[config.mk]
export PLATFORM = sky130hd
export DESIGN_NAME = alu_seq_unit
export DESIGN_NICKNAME = d
export VERILOG_FILES = /design/src/rtl/alu_seq_pkg.sv /design/src/rtl/alu_ctrl_decode.sv /design/src/rtl/alu_seq_unit.sv
export SDC_FILE = /design/constraint.sdc
export NUM_CORES = 1
export LEC_CHECK = 0
export BUFFER_PORTS_ARGS = -buffer_cell sky130_fd_sc_hd__buf_2
export CAP_MARGIN = 30
export CORE_AREA = 2 2 219 221
export DETAILED_ROUTE_END_ITERATION = 16
export DIE_AREA = 0 0 221 223
export HOLD_SLACK_MARGIN = 0.02
export PLACE_DENSITY_LB_ADDON = 0.12
export SETUP_SLACK_MARGIN = 0.15
export SYNTH_ARGS = -nofsm -noshare
export SYNTH_HDL_FRONTEND = slang
export SYNTH_HIERARCHICAL = 1
export SYNTH_SLANG_ARGS = --single-unit
[constraint.sdc]
create_clock -name clk -period 4.03 [get_ports clk]
set_input_delay 0.403 -clock clk [delete_from_list [all_inputs] [get_ports clk]]
set_output_delay 0.403 -clock clk [all_outputs]
set_load 0.01 [all_outputs]
[src/rtl/alu_seq_pkg.sv]
// Shared constants for the sequential ALU: decoded ALU codes, instruction
// classes and FSM state encoding.
package alu_seq_pkg;

  // Decoded ALU operation codes
  localparam logic [3:0] AluNone = 4'b0000;
  localparam logic [3:0] AluAnd  = 4'b0001;
  localparam logic [3:0] AluAdd  = 4'b0010;
  localparam logic [3:0] AluSub  = 4'b0011;
  localparam logic [3:0] AluCmp  = 4'b0100;
  localparam logic [3:0] AluBeq  = 4'b0101;
  localparam logic [3:0] AluSll  = 4'b1100;
  localparam logic [3:0] AluSlr  = 4'b1101;
  localparam logic [3:0] AluSllv = 4'b1110;
  localparam logic [3:0] AluSlrv = 4'b1111;

  // Instruction classes; 2'b01 is reserved and always illegal
  localparam logic [1:0] ItypeR = 2'b00;
  localparam logic [1:0] ItypeI = 2'b10;
  localparam logic [1:0] ItypeS = 2'b11;

  typedef enum logic [1:0] {
    StIdle  = 2'b00,
    StExec  = 2'b01,
    StShift = 2'b10
  } state_e;

  // All shift codes share the 2'b11 prefix
  function automatic logic is_shift(input logic [3:0] code);
    return code[3:2] == 2'b11;
  endfunction

endpackage

[src/rtl/alu_ctrl_decode.sv]
// Combinational decode of (instr_type, opcode) into a 4-bit ALU code.
module alu_ctrl_decode
  import alu_seq_pkg::*;
#(
  parameter int unsigned OPC_W = 6
) (
  input  logic [1:0]       instr_type_i,
  input  logic [OPC_W-1:0] opcode_i,
  output logic [3:0]       code_o,
  output logic             illegal_o
);

  // Table decode; anything not listed is illegal with code 0000
  always_comb begin
    code_o    = AluNone;
    illegal_o = 1'b1;
    unique case (instr_type_i)
      ItypeR: begin
        if (opcode_i < OPC_W'(4)) begin
          illegal_o = 1'b0;
          unique case (opcode_i[1:0])
            2'd0:    code_o = AluAnd;
            2'd1:    code_o = AluAdd;
            2'd2:    code_o = AluSub;
            default: code_o = AluCmp;
          endcase
        end
      end
      ItypeI: begin
        if (opcode_i == OPC_W'(0)) begin
          illegal_o = 1'b0;
          code_o    = AluAnd;
        end else if (opcode_i < OPC_W'(4)) begin
          illegal_o = 1'b0;
          code_o    = AluAdd;
        end else if (opcode_i == OPC_W'(4)) begin
          illegal_o = 1'b0;
          code_o    = AluBeq;
        end
      end
      ItypeS: begin
        if (opcode_i < OPC_W'(4)) begin
          illegal_o = 1'b0;
          code_o    = {2'b11, opcode_i[1:0]};
        end
      end
      default: ;
    endcase
  end

endmodule

[src/rtl/alu_seq_unit.sv]
// Multi-cycle ALU: single-cycle ops through EXEC, shifts one bit per cycle
// through SHIFT, with synchronous flush and a one-cycle done pulse.
module alu_seq_unit
  import alu_seq_pkg::*;
#(
  parameter int unsigned WIDTH = 32,
  parameter int unsigned OPC_W = 6,
  parameter int unsigned SH_W  = $clog2(WIDTH)
) (
  input  logic             clk,
  input  logic             rst_n,
  input  logic             start,
  input  logic             flush,
  input  logic [1:0]       instr_type,
  input  logic [OPC_W-1:0] opcode,
  input  logic [WIDTH-1:0] a,
  input  logic [WIDTH-1:0] b,
  input  logic [SH_W-1:0]  shamt,
  output logic             busy,
  output logic             done,
  output logic [WIDTH-1:0] result,
  output logic             zero,
  output logic             illegal,
  output logic [3:0]       alu_ctrl
);

  state_e state_q, state_d;
  logic [WIDTH-1:0] a_q, a_d, b_q, b_d, acc_q, acc_d;
  logic [WIDTH-1:0] result_q, result_d, exec_res, shift_nxt;
  logic [SH_W-1:0]  cnt_q, cnt_d, req_cnt;
  logic [3:0]       ctrl_q, ctrl_d, dec_code;
  logic             pend_q, pend_d, dec_illegal;
  logic             done_q, done_d, zero_q, zero_d, illegal_q, illegal_d;

  alu_ctrl_decode #(
    .OPC_W (OPC_W)
  ) u_decode (
    .instr_type_i (instr_type),
    .opcode_i     (opcode),
    .code_o       (dec_code),
    .illegal_o    (dec_illegal)
  );

  // Variable shifts take their count from b, immediate shifts from shamt
  assign req_cnt = (dec_code == AluSllv || dec_code == AluSlrv) ? b[SH_W-1:0] : shamt;

  // Code bit 0 selects right (logical) versus left shift
  assign shift_nxt = ctrl_q[0] ? (acc_q >> 1) : (acc_q << 1);

  // Single-cycle result; a zero-count shift passes a through unchanged
  always_comb begin
    exec_res = '0;
    unique case (ctrl_q)
      AluAnd:                          exec_res = a_q & b_q;
      AluAdd:                          exec_res = a_q + b_q;
      AluSub, AluBeq:                  exec_res = a_q - b_q;
      AluCmp:                          exec_res = {{(WIDTH-1){1'b0}},
                                                   $signed(a_q) < $signed(b_q)};
      AluSll, AluSlr, AluSllv, AluSlrv: exec_res = a_q;
      default:                         exec_res = '0;
    endcase
  end

  // Next-state logic; flush wins over both acceptance and completion
  always_comb begin
    state_d   = state_q;
    a_d       = a_q;
    b_d       = b_q;
    acc_d     = acc_q;
    cnt_d     = cnt_q;
    ctrl_d    = ctrl_q;
    pend_d    = pend_q;
    done_d    = 1'b0;
    result_d  = result_q;
    zero_d    = zero_q;
    illegal_d = illegal_q;
    if (flush) begin
      state_d = StIdle;
      cnt_d   = '0;
    end else begin
      unique case (state_q)
        StIdle: begin
          if (start) begin
            a_d    = a;
            b_d    = b;
            acc_d  = a;
            ctrl_d = dec_code;
            pend_d = dec_illegal;
            cnt_d  = is_shift(dec_code) ? req_cnt : '0;
            state_d = (is_shift(dec_code) && req_cnt != '0) ? StShift : StExec;
          end
        end
        StExec: begin
          state_d   = StIdle;
          done_d    = 1'b1;
          illegal_d = pend_q;
          result_d  = pend_q ? '0 : exec_res;
          zero_d    = pend_q || (exec_res == '0);
        end
        StShift: begin
          acc_d = shift_nxt;
          cnt_d = cnt_q - SH_W'(1);
          if (cnt_q == SH_W'(1)) begin
            state_d   = StIdle;
            done_d    = 1'b1;
            illegal_d = 1'b0;
            result_d  = shift_nxt;
            zero_d    = (shift_nxt == '0);
          end
        end
        default: state_d = StIdle;
      endcase
    end
  end

  // State and output registers
  always_ff @(posedge clk or negedge rst_n) begin
    if (!rst_n) begin
      state_q   <= StIdle;
      a_q       <= '0;
      b_q       <= '0;
      acc_q     <= '0;
      cnt_q     <= '0;
      ctrl_q    <= AluNone;
      pend_q    <= 1'b0;
      done_q    <= 1'b0;
      result_q  <= '0;
      zero_q    <= 1'b1;
      illegal_q <= 1'b0;
    end else begin
      state_q   <= state_d;
      a_q       <= a_d;
      b_q       <= b_d;
      acc_q     <= acc_d;
      cnt_q     <= cnt_d;
      ctrl_q    <= ctrl_d;
      pend_q    <= pend_d;
      done_q    <= done_d;
      result_q  <= result_d;
      zero_q    <= zero_d;
      illegal_q <= illegal_d;
    end
  end

  assign busy     = (state_q != StIdle);
  assign done     = done_q;
  assign result   = result_q;
  assign zero     = zero_q;
  assign illegal  = illegal_q;
  assign alu_ctrl = ctrl_q;

endmodule

==> results of run 1 <==
## metrics by stage
stage | std cells | TNS (ps) | instance area (sq um) | utilization [%] | setup slack [ps]
after floorplan | 1337 | 0 | 11600 | - | 544
after detailed placement | 2055 | -202 | 13100 | 27.9 | -202
after global placement | 2053 | 0 | 13100 | 27.8 | 105
after CTS | 2092 | 0 | 13900 | 29.5 | 215
final | 2099 | 0 | 14100 | 30.0 | 252
after global routing | 2099 | 0 | 14100 | 30.0 | 99.0
## per-layer routing
| metal | vias up | track usage, % | part of all wire (%) |
|---|---|---|---|
| met5 | - | 0 | 0.027 |
| met2 | 287 | 29.9 | 45 |
| met1 | 5477 | 27.1 | 48 |
| met3 | 74 | 3.99 | 4.2 |
| met4 | 2 | 8.12 | 3.3 |
| li1 | 5271 | - | - |
## power by group
part / total [mW] / internal (mW) / switching (mW)
clock: 1.94 / 1.24 / 0.707
combinational: 3.55 / 1.40 / 2.14
sequential: 1.96 / 1.70 / 0.262
## worst max-delay path: stages (launching register included)
cell and delay, ps:
dfrtp_2 460, ha_1 350, nor2b_1 160, o2111a_1 280, o21ai_2 310, a31oi_2 250, a31oi_1 410, mux2i_1 240
nand4_1 190, nand4b_1 300, nor4_4 310, nand4_1 180, o41ai_2 220
## final timing paths
kind / cells after the start / end / slack [ps]
setup / recovery: 12 / zero / 250
hold / removal: 2 / b_q[17] / 150
setup reg to reg: 12 / zero / 250
hold reg to reg: 1 / result[16] / 490
max in group asynchronous: 3 / zero / 2650
min in group asynchronous: 2 / b_q[21] / 480
## cell usage in the layout (no fill, tap or decap), types with 19 or more instances in the layout
cell type and n:
nor2_1 111, dfrtp_1 140, a21oi_1 112, nand3_1 19, buf_4 79, nor3_1 31
inv_1 75, mux2i_1 36, o21ai_0 78, buf_2 119, ha_1 72, a22oi_1 27
nand2_1 89, nand4_1 21, mux2_2 73
## synth_stat cells (10+ instances only)
cell type / number / share of area [%]
dfrtp_1: 142 / 31
a21oi_1: 116 / 5.0
nor2_1: 114 / 3.7
nand2_1: 89 / 2.9
o21ai_0: 78 / 3.4
ha_1: 77 / 8.3
inv_1: 77 / 2.5
mux2_2: 73 / 7.1
clkbuf_1: 63 / 2.0
mux2i_1: 36 / 3.1
nor3_1: 33 / 1.4
a22oi_1: 27 / 1.7
nand4_1: 21 / 1.1
nand3_1: 19 / 0.82
o21a_1: 17 / 1.1
o221ai_1: 16 / 1.2
o31ai_1: 15 / 0.97
and2_1: 13 / 0.70
o211ai_1: 13 / 0.84
a21o_1: 12 / 0.78
o21bai_1: 12 / 0.78
o22ai_1: 12 / 0.65
a211oi_1: 11 / 0.71
nor2b_1: 10 / 0.54
o21ai_1: 10 / 0.43
or3_1: 10 / 0.54
## final cells by class
cell class,count,area (sq um)
repair buffers,203,1270
well taps,615,769
inverters,81,304
flip-flops and latches,143,3580
multi-input cells,1025,7490
clock inverters,14,262
clock buffers,18,439
fillers,5052,33000
## logic make-up (layout without fill, tap and decap cells)
kind of cell	Yosys count	count (layout)	synth area share (%)
simple gates	375	375	16.1
mux	109	109	10.2
buf+inv	169	316	6.62
flops	143	143	30.8
compound gates	456	456	27.2
fa+ha+maj	79	79	8.63
xor+xnor	6	6	0.452
## state kept, by name, indices dropped and copies added, names as in the netlist, 2 cells and up
register,count
result,32
b_q,32
state_q,2
a_q,32
acc_q,32
cnt_q,5
alu_ctrl,4
## repair_timing
action | in CTS | in global routing
hold buffers | 1 | 0
pin swaps | 8 | 14
setup endpoints to repair | 1 | 7
gates resized for setup | 11 | 27
endpoints found under the hold margin | 61 | 0
setup buffers | 4 | 6
==> results_dict.tcl, run 1 <==
set metrics [dict create \
    synth_enable_flop_cells 0 \
    worst_slew_pin_slew_ps 917 \
    row_count 80 \
    vias_per_cell 5.29 \
    drv_cap 0 \
    cp.required_ps 4420 \
    dr.pass1.iters 6 \
    grt_start_max_net_pins 66 \
    whs_ps 146 \
    worstSkewPairLatency_ps 490 \
    reg2reg_from "a_q[1]" \
    vias 11111 \
    diodes 0 \
    cts_buffers 17 \
    postSynthCellCount 1337 \
    period_share_pct 93.7 \
    worstPathMaxFanout 6 \
    clk_pin_slew_ps 70 \
    fin_crit_ps 3780 \
    drive_gt1_share_pct 26.5 \
    crit_type "reg2reg" \
    port_buffers 120 \
    nets 1631 \
    netlist_area_sq_um 11600 \
    slew_headroom_pct 38.9 \
    grt_pass1_vias 11010 \
    grt_pass1_wl_um 72600 \
    cts_tree "done" \
    hp-start "b[17]" \
    end_kind "flop" \
    yosysWarnings 6 \
    die_area_sq_um 49300 \
    clock.fmax_mhz 265 \
    p_per_area_nw_per_um2 528 \
    ir_drop_mv 0.339 \
    core_sq_um 47100 \
    routed_wl_um 48200 \
    grt.overflow.total 0 \
    place_congestion 0.896 \
    dieHeight_um 223 \
    hold_viol_final 0 \
    min_path_type "in2reg" \
    cp.arrival_ps 4170 \
    ant_nets 0 \
    synthFlopType "dfrtp_1" \
    synthArstFlopShare_pct 100 \
    setup_viol_count_final 0 \
    slew_viol_final 0 \
    synth_nets 1497 \
    cts_max_level 4 \
    io_pins 121 \
    antenna_found_initial 1 \
    finClkSkew_ps 11.6 \
    chipWidth_um 221 \
    post_drt_wl_per_cell_um 23.0 \
    p_leak_nw 5.88 \
    dpl.hpwl_um 36600 \
    synth.ff_latch_count 143 \
    start_util_pct 24.7 \
    clockBufferDepth 2 \
    syn_avg_cell_area_sq_um 8.69 \
    yosysSeqAreaShare_pct 30.8 \
    drtIter0Drc 691 \
    finalPower_mw 7.46 \
    drc_errors 0 \
    startpoint_type "flop" \
    clockRootBuffer "clkbuf_16" \
    grt_usage_pct 19.7 \
    startpoint "a_q[1]" \
    area_growth_pct 21.5 \
    cts_num_sinks 143 \
    netlist-cell-type-count 108 \
    outcome "complete, no violations" \
    rsz0062_at_grt "yes" \
]
No activity file was read; power rests on OpenSTA's default activity.
==> run 2, diff against run 1 <==
--- a/config.mk
+++ b/config.mk
@@ -7,7 +7,10 @@
 export LEC_CHECK = 0
 export BUFFER_PORTS_ARGS = -buffer_cell sky130_fd_sc_hd__buf_2
 export CAP_MARGIN = 30
+export CELL_PAD_IN_SITES_DETAIL_PLACEMENT = 1
+export CELL_PAD_IN_SITES_GLOBAL_PLACEMENT = 1
 export CORE_AREA = 2 2 219 221
+export CTS_CLUSTER_DIAMETER = 200
 export DETAILED_ROUTE_END_ITERATION = 16
 export DIE_AREA = 0 0 221 223
 export HOLD_SLACK_MARGIN = 0.02
==> run 2 against run 1 <==
  * Largest cell class unchanged
  * Clock skew is 5.4 ps higher
  * Register-to-register slack worse by 20 ps
  * Highest routed layer is now met4
  * Count of clock-buffer cells in the layout is 2 higher
  * Maximum frequency is 0.59% lower
  * Hold slack worse by 14 ps
  * Global-route usage is 0.65 points higher
  * Setup slack worse by 22 ps
  * Die area stayed put
  * Design area is 0.39% lower
  * Critical path depth is 1 higher
  * Cell count is 0.14% higher
==> results_dict.tcl, run 2 (synthesis gave the netlist of run 1 again) <==
set metrics [dict create \
    outcome "complete, no violations" \
    post-place-cells 2058 \
    clockBufferDepth 2 \
    finalPower_mw 7.30 \
    cts_tree "done" \
    cts_buffers 17 \
    holdPathStages 2 \
    io_pins 121 \
    rrSetupSlack_ps 230 \
    grt.overflow.total 0 \
    start_util_pct 24.7 \
    p_per_area_nw_per_um2 519 \
    crit_type "reg2reg" \
    finClkSkew_ps 16.9 \
    routed_wl_um 49700 \
    grt_start_max_net_pins 76 \
    reg2regPathDepth 13 \
    design_area_sq_um 14100 \
    power_frac_clock_pct 23.6 \
    ir_drop_mv 0.283 \
    clock.fmax_mhz 263 \
    dpl.hpwl_um 38400 \
    vias 11310 \
    cp.arrival_ps 4210 \
    drc_errors 0 \
    p_sw_mw 3.19 \
    drive_gt1_share_pct 26.8 \
    setup_viol_count_final 0 \
    hold_end "b_q[25]" \
    nets 1633 \
    post_drt_wl_per_cell_um 23.6 \
    p_int_mw 4.11 \
    clk_pin_slew_ps 70 \
    grt_usage_pct 20.3 \
    worstSkewPairLatency_ps 500 \
    ant_nets 0 \
    die_area_sq_um 49300 \
    reg2reg_from "b_q[2]" \
    cts_max_level 4 \
    startpoint "b_q[2]" \
    cp.required_ps 4430 \
    area_growth_pct 21.0 \
    vias_per_cell 5.38 \
    slew_headroom_pct 44.5 \
    rsz0062_at_grt "yes" \
    dieHeight_um 223 \
    p_leak_nw 5.84 \
    port_buffers 120 \
    nFillCells 5516 \
    worstPathMaxFanout 7 \
    min_path_type "in2reg" \
    clockRootBuffer "clkbuf_16" \
    r2r_end "zero" \
    fin_crit_ps 3800 \
    power_frac_comb_pct 49.6 \
    mostFrequentLayoutCells "dfrtp_1 (140), buf_2 (119), a21oi_1 (112)" \
    fin_util_pct 29.8 \
    hp-start "b[25]" \
    final_common_cell "dfrtp_1" \
    worst_slew_pin_slew_ps 832 \
    grt_pass1_wl_um 75600 \
    drv_cap 0 \
    end_kind "flop" \
    hold_viol_final 0 \
    core_sq_um 47100 \
    netSwitchingFraction_pct 43.7 \
    place_congestion 0.888 \
    dr.pass1.iters 5 \
    cts_num_sinks 143 \
    place_area_sq_um 13100 \
    grt_pass1_vias 11807 \
    row_count 80 \
    power_frac_seq_pct 26.8 \
    period_share_pct 94.3 \
    slew_viol_final 0 \
    drtIter0Drc 732 \
    startpoint_type "flop" \
    antenna_found_initial 0 \
    chipWidth_um 221 \
    fin_cells 2102 \
]
## run 2: metal layers
layer,vias to the layer above,share of wire [%],GRT usage (%)
met5,-,0,0
met4,0,1.9,6.19
met3,48,4.8,4.25
met2,248,46,32.2
met1,5761,47,27.6
li1,5253,-,-
## run 2: worst max-delay path by stage
stage                end  cells after the start
global placement    zero                     12
global route        zero                     16
floorplan           zero                     14
finish              zero                     13
detailed placement  zero                     12
CTS                 zero                     12
## run 2: through the flow
step	hold slack, ps	worst slack (ps)	setup TNS [ps]
3_5_place_dp	479	-72.4	-72.4
6_report	132	230	0
5_1_grt	111	19.8	0
3_3_place_gp	469	-22.8	-22.8
2_1_floorplan	107	544	0
4_1_cts	88.3	155	0
## run 2: power by group through the flow
| stage | sequential, mW | combinational, mW | clock, mW |
|---|---|---|---|
| detailed placement | 1.98 | 3.40 | 0 |
| global route | 2.00 | 3.95 | 1.84 |
| floorplan | 1.93 | 2.14 | 0 |
| CTS | 1.96 | 3.46 | 1.79 |
| finish | 1.96 | 3.62 | 1.72 |
| global placement | 1.97 | 3.40 | 0 |
## run 2: what timing repair did
item,CTS,global route
gates resized for setup,10,35
pin swaps,3,18
endpoints found under the setup margin,1,6
buffers inserted,3,7
endpoints found under the hold margin,73,0
hold buffers,1,0
## run 2: worst max-delay path, cell delays in order (launching register included)
cell	delay, ps
dfrtp_1	400
inv_1	60
ha_2	300
nor3_2	210
o21ai_2	140
a2111oi_4	480
o31ai_4	160
o41a_1	430
o211ai_1	190
nand4_1	210
nand4b_1	400
nor4_4	290
nand4_1	130
o41ai_2	300
## run 2: layout make-up
class,instances,area (sq um),area share [%]
Antenna cell,1,2.50,0.0178
Clock buffer,20,457,3.25
Clock inverter,12,158,1.12
Inverter,81,304,2.16
Multi-Input combinational cell,1025,7530,53.6
Sequential cell,143,3580,25.5
Tap cell,615,769,5.47
Timing Repair Buffer,205,1260,8.96
==> run 3, diff against run 2 <==
--- a/config.mk
+++ b/config.mk
@@ -13,6 +13,7 @@
 export CTS_CLUSTER_DIAMETER = 200
 export DETAILED_ROUTE_END_ITERATION = 16
 export DIE_AREA = 0 0 221 223
+export GPL_TIMING_DRIVEN = 0
 export HOLD_SLACK_MARGIN = 0.02
 export PLACE_DENSITY_LB_ADDON = 0.12
 export SETUP_SLACK_MARGIN = 0.15
==> run 3 against run 2 <==
  * Largest cell class unchanged
  * Sequential power barely moved
  * Sequential cell count did not move
  * First-iteration DRC count did not move
  * Largest power group unchanged
  * Sequential share of layout area fell by 0.78 points
  * Via count rose by 2.9%
  * Combinational power rose by 5.8%
  * Count of clock-buffer cells in the layout fell by 2
  * Critical path depth rose by 11
  * Clock power fell by 4%
  * Design area rose by 3.3%
  * Global-route usage rose by 1.7 points
  * Setup slack got worse by 360 ps
  * The run now ends with setup timing left
==> results_dict.tcl, run 3 (synthesis gave the netlist of run 1 again) <==
set metrics [dict create \
    outcome "finished, violations left" \
    violations "setup timing" \
    start_util_pct 24.7 \
    io_pins 121 \
    nFillCells 5556 \
    mostFrequentLayoutCells "dfrtp_1 (137), buf_2 (123), a21oi_1 (112), nor2_1 (112), nand2_1 (89)" \
    path_cells "ha_4 > inv_2 > fa_2 > or2_4 > a211o_4 > and2_4 > a221o_1 > a222oi_1 > buf_4 > buf_6 > buf_6 > buf_6 > buf_6 > buf_6 > buf_6 > buf_6 > buf_6 > buf_6 > buf_6 > buf_6 > buf_6 > nor3_2 > nor2_1 > a21oi_1" \
    worstSkewPairLatency_ps 500 \
    slew_headroom_pct 32.4 \
    place_ws_ps -814 \
    post_drt_wl_per_cell_um 25.0 \
    fin_crit_ps 4160 \
    cpMostUsedCell "buf_6" \
    antenna_found_initial 1 \
    place_congestion 0.891 \
    cts_buffers 17 \
    nets 1684 \
    cts_max_level 4 \
    period_share_pct 103 \
    vias 11639 \
    grt_start_max_net_pins 106 \
    startpoint_type "flop" \
    core_sq_um 47100 \
    hold_viol_final 0 \
    die_area_sq_um 49300 \
    grt_usage_pct 22.0 \
    cp.arrival_ps 4510 \
    routed_wl_um 53900 \
    final_common_cell "dfrtp_1" \
    cts_tree "done" \
    grt_pass1_vias 12111 \
    finClkSkew_ps 19.5 \
    grt_pass1_wl_um 80600 \
    setup_viol_count_final 2 \
    row_count 80 \
    worstPathMaxFanout 3 \
    slowest_stage "fa_2" \
    dpl.hpwl_um 41400 \
    dr.pass1.iters 7 \
    port_buffers 120 \
    ant_nets 0 \
    ir_drop_mv 0.239 \
    cts_num_sinks 143 \
    clk_pin_slew_ps 70 \
    dieHeight_um 223 \
    clock.fmax_mhz 240 \
    drive_gt1_share_pct 26.4 \
    drv_cap 0 \
    area_growth_pct 25.0 \
    worst_slew_pin_slew_ps 1010 \
    max_stage_delay_ps 410 \
    diodes 0 \
    chipWidth_um 221 \
    crit_type "reg2reg" \
    holdPathStages 2 \
    min_path_type "in2reg" \
    vias_per_cell 5.41 \
    rsz0062_at_grt "yes" \
    p_leak_nw 5.96 \
    fin_ws_ps -135 \
    setup_tns_ps -236 \
    drtIter0Drc 732 \
    drc_errors 0 \
    clockBufferDepth 2 \
    slew_viol_final 0 \
    cp.required_ps 4370 \
    end_kind "flop" \
    grt.overflow.total 0 \
    p_per_area_nw_per_um2 512 \
    clockRootBuffer "clkbuf_16" \
    reg2regPathDepth 24 \
]
==> run 3: worst max-delay path, delay by kind of cell (launching register included) <==
kind	cells	cell delay [ps]
flip-flops	1	400
buffers and inverters	14	1190
AO/OA/AOI/OAI	4	1180
adder cells (fa/ha/maj)	2	570
AND/OR/NAND/NOR	4	680
==> run 3: layout make-up <==
class / count / area (sq um) / share of cell area [%]
sequential: 143 / 3590 / 24.7
tap: 615 / 769 / 5.30
clock inverter: 14 / 144 / 0.990
multi-input combinational: 1025 / 7730 / 53.2
timing repair buffer: 168 / 1060 / 7.33
clock buffer: 18 / 439 / 3.02
inverter: 81 / 307 / 2.11
buffer: 88 / 487 / 3.35
==> run 3: report_power, final <==
group          total [mW]  leakage, nW  switching (mW)  internal (mW)
clock network        1.65        0.287           0.762          0.884
logic                3.83         3.96            2.35           1.48
registers            1.96         1.72           0.252           1.70
==> run 3: repair_timing <==
action | in CTS | in global routing
buffers inserted | 23 | 21
hold buffers | 1 | 0
endpoints found under the hold margin | 38 | 0
resized for setup | 45 | 67
pin swaps | 16 | 30
endpoints found under the setup margin | 19 | 9
==> run 3: final timing paths <==
check	start	endpoint	slack, ps
max	b_q[0]	result[6]	-130
min	b[5]	b_q[5]	140
max reg2reg	b_q[0]	result[6]	-130
min reg2reg	result[12]	result[12]	490
max in group asynchronous	rst_n	a_q[19]	2760
min in group asynchronous	rst_n	a_q[2]	380
==> run 3: per-stage QoR <==
stage                     total power [mW]  hold slack [ps]  area [sq um]  utilization [%]  instances
after floorplan                       4.07              107         11600                -       1337
after global placement                5.18              468         13000             27.6       2072
after detailed placement              5.23              314         13100             27.7       2075
after CTS                             7.19             89.8         14000             29.8       2131
after global routing                  7.91              123         14500             30.8       2152
final                                 7.43              141         14500             30.8       2152
==> run 3: metal layers <==
| metal | up-vias | wire (um) | GRT usage [%] |
|---|---|---|---|
| met4 | 2 | 1470 | 8.10 |
| met2 | 304 | 25100 | 35.8 |
| met5 | - | 12 | 0 |
| met1 | 5902 | 24900 | 29.4 |
| li1 | 5363 | - | - |
| met3 | 68 | 2390 | 3.40 |
